<file path="src/rtl/uart_time_pkg.sv">
// Shared definitions for the UART time-adjust frame parser: header defaults,
// FSM encoding, error codes, payload field indices and BCD field limits.
package uart_time_pkg;

    localparam logic [7:0] HDR0_DEF = 8'h55;
    localparam logic [7:0] HDR1_DEF = 8'hAA;

    localparam int unsigned NUM_FIELDS = 7;

    typedef enum logic [2:0] {
        ST_IDLE    = 3'd0,
        ST_HDR     = 3'd1,
        ST_PAYLOAD = 3'd2,
        ST_CSUM    = 3'd3,
        ST_HOLD    = 3'd4
    } state_e;

    localparam logic [1:0] ERR_OVERRUN  = 2'd0;
    localparam logic [1:0] ERR_TIMEOUT  = 2'd1;
    localparam logic [1:0] ERR_CHECKSUM = 2'd2;
    localparam logic [1:0] ERR_RANGE    = 2'd3;

    // Payload byte order on the wire, also the byte lane in the time word
    localparam int unsigned SEC   = 0;
    localparam int unsigned MIN   = 1;
    localparam int unsigned HOUR  = 2;
    localparam int unsigned WEEK  = 3;
    localparam int unsigned DAY   = 4;
    localparam int unsigned MONTH = 5;
    localparam int unsigned YEAR  = 6;

    // Inclusive BCD limits per field, indexed by the constants above
    localparam logic [7:0] FIELD_MIN [NUM_FIELDS] = '{8'h00, 8'h00, 8'h00, 8'h00, 8'h01, 8'h01, 8'h00};
    localparam logic [7:0] FIELD_MAX [NUM_FIELDS] = '{8'h59, 8'h59, 8'h23, 8'h06, 8'h31, 8'h12, 8'h99};

    // Both nibbles must be decimal digits; for valid BCD the binary order
    // matches the decimal order, so limits compare directly.
    function automatic logic bcd_in_range(input logic [7:0] val,
                                          input logic [7:0] lo,
                                          input logic [7:0] hi);
        logic digits_ok;
        digits_ok = (val[7:4] <= 4'd9) && (val[3:0] <= 4'd9);
        return digits_ok && (val >= lo) && (val <= hi);
    endfunction

endpackage

</file>
<file path="src/rtl/bcd_time_check.sv">
// Combinational range check of the seven BCD time fields.
module bcd_time_check
    import uart_time_pkg::*;
(
    input  logic [55:0] payload_i,
    output logic        range_ok_o
);

    logic [NUM_FIELDS-1:0] field_ok_s;

    for (genvar g = 0; g < NUM_FIELDS; g++) begin : g_field
        assign field_ok_s[g] = bcd_in_range(payload_i[g*8 +: 8], FIELD_MIN[g], FIELD_MAX[g]);
    end

    assign range_ok_o = &field_ok_s;

endmodule

</file>
<file path="src/rtl/uart_time_frame_parser.sv">
// Assembles HDR0 HDR1 sec min hour week day month year CSUM frames from the
// UART byte stream and offers each good frame as one 56-bit BCD time word.
module uart_time_frame_parser
    import uart_time_pkg::*;
#(
    parameter int unsigned TIMEOUT_CYC = 500000,
    parameter logic [7:0]  HDR0        = HDR0_DEF,
    parameter logic [7:0]  HDR1        = HDR1_DEF
) (
    input  logic        clk,
    input  logic        rstn,
    input  logic [7:0]  rx_byte,
    input  logic        rx_done,
    output logic [55:0] time_data,
    output logic        time_vld,
    input  logic        time_rdy,
    output logic        frame_err,
    output logic [1:0]  err_code,
    output logic        busy
);

    localparam int unsigned TW = (TIMEOUT_CYC > 1) ? $clog2(TIMEOUT_CYC) : 1;
    localparam logic [TW-1:0] TMO_LAST = TW'(TIMEOUT_CYC - 1);

    state_e        state_q;
    logic [55:0]   payload_q;
    logic [2:0]    cnt_q;
    logic [7:0]    sum_q;
    logic [TW-1:0] tmo_q;
    logic [55:0]   time_data_q;
    logic          time_vld_q;
    logic          frame_err_q;
    logic [1:0]    err_code_q;
    logic          range_ok_s;
    logic          tmo_hit_s;
    logic [5:0]    byte_lsb_s;

    bcd_time_check u_check (
        .payload_i  (payload_q),
        .range_ok_o (range_ok_s)
    );

    assign tmo_hit_s  = (tmo_q == TMO_LAST);
    assign byte_lsb_s = {cnt_q, 3'b000};

    // Frame FSM: byte path, inter-byte timeout, checksum/range verdict and hold
    always_ff @(posedge clk or negedge rstn) begin
        if (!rstn) begin
            state_q     <= ST_IDLE;
            payload_q   <= 56'd0;
            cnt_q       <= 3'd0;
            sum_q       <= 8'd0;
            tmo_q       <= '0;
            time_data_q <= 56'd0;
            time_vld_q  <= 1'b0;
            frame_err_q <= 1'b0;
            err_code_q  <= 2'd0;
        end else begin
            frame_err_q <= 1'b0;
            case (state_q)
                ST_IDLE: begin
                    tmo_q <= '0;
                    if (rx_done && (rx_byte == HDR0)) begin
                        state_q <= ST_HDR;
                    end
                end
                ST_HDR, ST_PAYLOAD, ST_CSUM: begin
                    if (rx_done) begin
                        // A byte on the terminal count still wins over the timeout
                        tmo_q <= '0;
                        if (state_q == ST_HDR) begin
                            if (rx_byte == HDR1) begin
                                state_q <= ST_PAYLOAD;
                                cnt_q   <= 3'd0;
                                sum_q   <= 8'd0;
                            end else if (rx_byte != HDR0) begin
                                state_q <= ST_IDLE;
                            end
                        end else if (state_q == ST_PAYLOAD) begin
                            payload_q[byte_lsb_s +: 8] <= rx_byte;
                            sum_q <= sum_q + rx_byte;
                            cnt_q <= cnt_q + 3'd1;
                            if (cnt_q == 3'd6) begin
                                state_q <= ST_CSUM;
                            end
                        end else if (rx_byte != sum_q) begin
                            state_q     <= ST_IDLE;
                            frame_err_q <= 1'b1;
                            err_code_q  <= ERR_CHECKSUM;
                        end else if (!range_ok_s) begin
                            state_q     <= ST_IDLE;
                            frame_err_q <= 1'b1;
                            err_code_q  <= ERR_RANGE;
                        end else begin
                            state_q     <= ST_HOLD;
                            time_data_q <= payload_q;
                            time_vld_q  <= 1'b1;
                        end
                    end else if (tmo_hit_s) begin
                        state_q     <= ST_IDLE;
                        tmo_q       <= '0;
                        frame_err_q <= 1'b1;
                        err_code_q  <= ERR_TIMEOUT;
                    end else begin
                        tmo_q <= tmo_q + TW'(1);
                    end
                end
                ST_HOLD: begin
                    tmo_q <= '0;
                    if (time_rdy) begin
                        state_q    <= ST_IDLE;
                        time_vld_q <= 1'b0;
                    end
                    // No buffer for a second frame: the byte is lost and flagged
                    if (rx_done) begin
                        frame_err_q <= 1'b1;
                        err_code_q  <= ERR_OVERRUN;
                    end
                end
                default: begin
                    state_q    <= ST_IDLE;
                    tmo_q      <= '0;
                    time_vld_q <= 1'b0;
                end
            endcase
        end
    end

    assign time_data = time_data_q;
    assign time_vld  = time_vld_q;
    assign frame_err = frame_err_q;
    assign err_code  = err_code_q;
    assign busy      = (state_q != ST_IDLE);

endmodule

</file>
<file path="config.mk">
export PLATFORM = sky130hd
export DESIGN_NAME = uart_time_frame_parser
export DESIGN_NICKNAME = d
export VERILOG_FILES = /design/src/rtl/uart_time_pkg.sv /design/src/rtl/bcd_time_check.sv /design/src/rtl/uart_time_frame_parser.sv
export SDC_FILE = /design/constraint.sdc
export NUM_CORES = 1
export LEC_CHECK = 0
export BUFFER_PORTS_ARGS = -buffer_cell sky130_fd_sc_hd__buf_4
export CAP_MARGIN = 20
export CORE_ASPECT_RATIO = 0.9
export CORE_MARGIN = 8
export CORE_UTILIZATION = 45
export CTS_CLUSTER_DIAMETER = 30
export DETAILED_ROUTE_END_ITERATION = 6
export MAX_ROUTING_LAYER = met4
export SYNTH_ARGS = -nofsm -noshare
export SYNTH_HDL_FRONTEND = slang
export SYNTH_SLANG_ARGS = --single-unit
</file>
<file path="constraint.sdc">
create_clock -name clk -period 2.7 [get_ports clk]
set_input_delay 0.54 -clock clk [delete_from_list [all_inputs] [get_ports clk]]
set_output_delay 0.54 -clock clk [all_outputs]
set_load 0.01 [all_outputs]
</file>
==> impl_metrics.ini <==
[outcome]
status = complete, no violations

[synthesis]
yosys.cell_types.count = 55
async_flop_share_pct = 100
yosysWarnings = 0
synth_seq_cells = 149
synth.cell_area_um2 = 6510
netlist_instances = 505
synth-edff-count = 0
synth_nets = 530
syn_area_per_cell_um2 = 12.9
synthFlopType = dfrtp_1
yosysSeqAreaShare_pct = 57.3

[timing]
max_freq_mhz = 409
worst_pin_slew_ns = 0.562
fin_ws_ns = 0.255
setup_viol = 0
slew_headroom_pct = 62.5
setup_tns_ns = 0
maxSlewViolCount = 0
rsz0062_at_grt = false
hold_slack_ns = 0.0607
finalCritPeriodShare_pct = 90.5
min_period_ns = 2.44
fin_skew_ns = 0.0127
hold_viol = 0

[grt]
grt_overflow = 0
grt_pass1_vias = 4474
grt_first_pass_wirelength_um = 23400
track_usage_pct = 16.9
antenna_found_initial = 0
grt_max_degree = 51

[die]
ios = 73
initial_core_util_pct = 46.2
row_count = 41
core_area_um2 = 14100
dieWidth_um = 143
die_y_um = 130
dieArea_um2 = 18600

[clock_tree]
tritoncts = done
h-tree-depth = 4
ctsRootBufferMaster = clkbuf_16
cts_sinks = 149
clockBufferDepth = 2
clk_transition_reported_paths_ns = 0.06
cts_made_buffers = 17
hold_buffers = 0
post_cts_resize_count = 0
post_cts_buffers = 0
clkLatencyLatePin_ns = 0.42

[setup_path]
cp-end-kind = register
cp.required_ns = 3.00
path_cells = inv_1, ha_1, ha_1, or4b_1, mux2_4
crit_slowest_cell = or4b_1
rr_worst_depth = 5
path_buf_inv = 1
critPathKind = register to register
critPathTopFamily = simple AND/OR/NAND/NOR gates
regToRegStartpoint = cnt_q[0]
startpoint_type = register
ff2ff_setup_slack_ns = 0.26
cp.arrival_ns = 2.74
timing.rr.end = payload_q[45]
crit_top_cell = ha_1
cp_max_fo = 8
slowest_delay_ns = 0.76

[route]
drt_wl_total_um = 14000
dr.pass1.iters = 4
viasPerCell = 5.33
num_vias = 4267
final_antenna_net_count = 0
drc = 0
drt_iter0_drc = 249
wl_per_cell_um = 17.5

[power_and_ir_drop]
ir_drop_mv = 0.670
switching_share_pct = 27.9
p_sw_uw = 1950
p_leak_uw = 0.00398
p_int_uw = 5030
pwr-share-seq_pct = 43.3
comb_power_share_pct = 20.6
cellPowerDensity_nw_per_um2 = 871
clock_power_share_pct = 36.2

[placed_design]
place_hpwl_um = 9780
gp_congestion = 0.796
place_ws_ns = 0.134
io_buffers = 72

[final_layout]
final_common_cell = dfrtp_1
n_antenna_cell = 0
area.growth.synth_to_final_pct = 22.9
num-nets-final = 620
layout_common_cells = dfrtp_1, mux2_2, buf_4
drive_above_1_share_pct = 37.7

[min_path]
hp-class = primary input to asynchronous set/reset pin

[job]
maxCapViolations = 0
==> cell families (layout without fill, tap and decap cells) <==
logic type	count (synthesis)	after routing	synth area share (%)
AOI/OAI and AO/OA	46	46	4.78
xor gates and xnor gates	23	23	3.09
adders and majority gates	14	14	2.77
buffers and inverters	35	137	2.67
DFF	149	149	57.3
muxes	99	99	17.6
and+or+nand+nor	139	139	11.9
==> Yosys cell counts (2+ instances only) <==
cell type	number	area, um^2
nand4_1	12	75.1
o21ai_0	12	60.1
a21o_1	3	22.5
a21oi_1	9	45.0
and3_1	3	18.8
or3_1	4	25.0
or4_1	3	22.5
buf_4	3	22.5
and2_1	15	93.8
buf_1	3	11.3
nor3b_1	2	15.0
nand2_1	21	78.8
inv_1	12	45.0
nor3_1	7	35.0
xor2_1	12	105
o41ai_1	2	17.5
ha_1	12	150
xnor2_1	11	96.3
nand4b_1	4	35.0
buf_6	3	33.8
dfrtp_1	149	3730
mux2_2	91	1020
nor4_1	5	31.3
o21a_1	2	15.0
and4_1	3	26.3
nor2_1	33	124
buf_2	7	35.0
nand3_1	19	95.1
a31oi_1	5	31.3
clkbuf_1	6	22.5
mux2_4	8	120
==> layout make-up <==
| type | instances | area [um^2] |
|---|---|---|
| well taps | 193 | 241 |
| fillers | 1168 | 6100 |
| multi-input cells | 321 | 2610 |
| flip-flops and latches | 149 | 3730 |
| clock inverters | 13 | 206 |
| repair buffers | 93 | 739 |
| clock buffers | 18 | 429 |
| inverters | 13 | 48.8 |
==> how the worst max path moves through the flow <==
stage               cells after the start             to  slack [ns]  startpoint
floorplan                               8  payload_q[40]        0.36     rx_done
global placement                        9  time_data[21]        0.15  rx_byte[5]
detailed placement                      9  time_data[17]        0.13  rx_byte[5]
CTS                                     5  payload_q[40]        0.27    cnt_q[0]
global route                            5  payload_q[44]        0.13    cnt_q[0]
finish                                  5  payload_q[45]        0.26    cnt_q[0]
==> state kept, by name, indices dropped and copies added, names as in the netlist <==
| register | cells |
|---|---|
| cnt_q | 3 |
| state_q | 3 |
| tmo_q | 19 |
| frame_err | 1 |
| sum_q | 8 |
| payload_q | 56 |
| err_code | 2 |
| time_vld | 1 |
| time_data | 56 |
==> through the flow <==
stage | total power [uW] | cell area, um^2 | utilization, % | instances
floorplan | 4010 | 6510 | - | 505
global placement | 4420 | 7370 | 52.2 | 769
detailed placement | 4480 | 7370 | 52.2 | 769
CTS | 7050 | 8000 | 56.7 | 800
global route | 7370 | 8000 | 56.7 | 800
finish | 6970 | 8000 | 56.7 | 800
==> power groups by stage <==
stage / clock (uW) / combinational, uW / sequential (uW)
after floorplan: 0 / 1080 / 2930
after global placement: 0 / 1390 / 3030
after detailed placement: 0 / 1440 / 3040
after CTS: 2590 / 1450 / 3010
after global routing: 2690 / 1600 / 3080
final: 2520 / 1430 / 3020
==> layer usage <==
layer / share of wire [%] / vias up / global-route usage (%)
met1: 44 / 2170 / 20.7
met5: 0 / - / -
li1: - / 1987 / -
met2: 49 / 96 / 26.3
met3: 5.5 / 14 / 5.04
met4: 1.3 / 0 / 6.18
No activity file was read; power rests on OpenSTA's default activity.
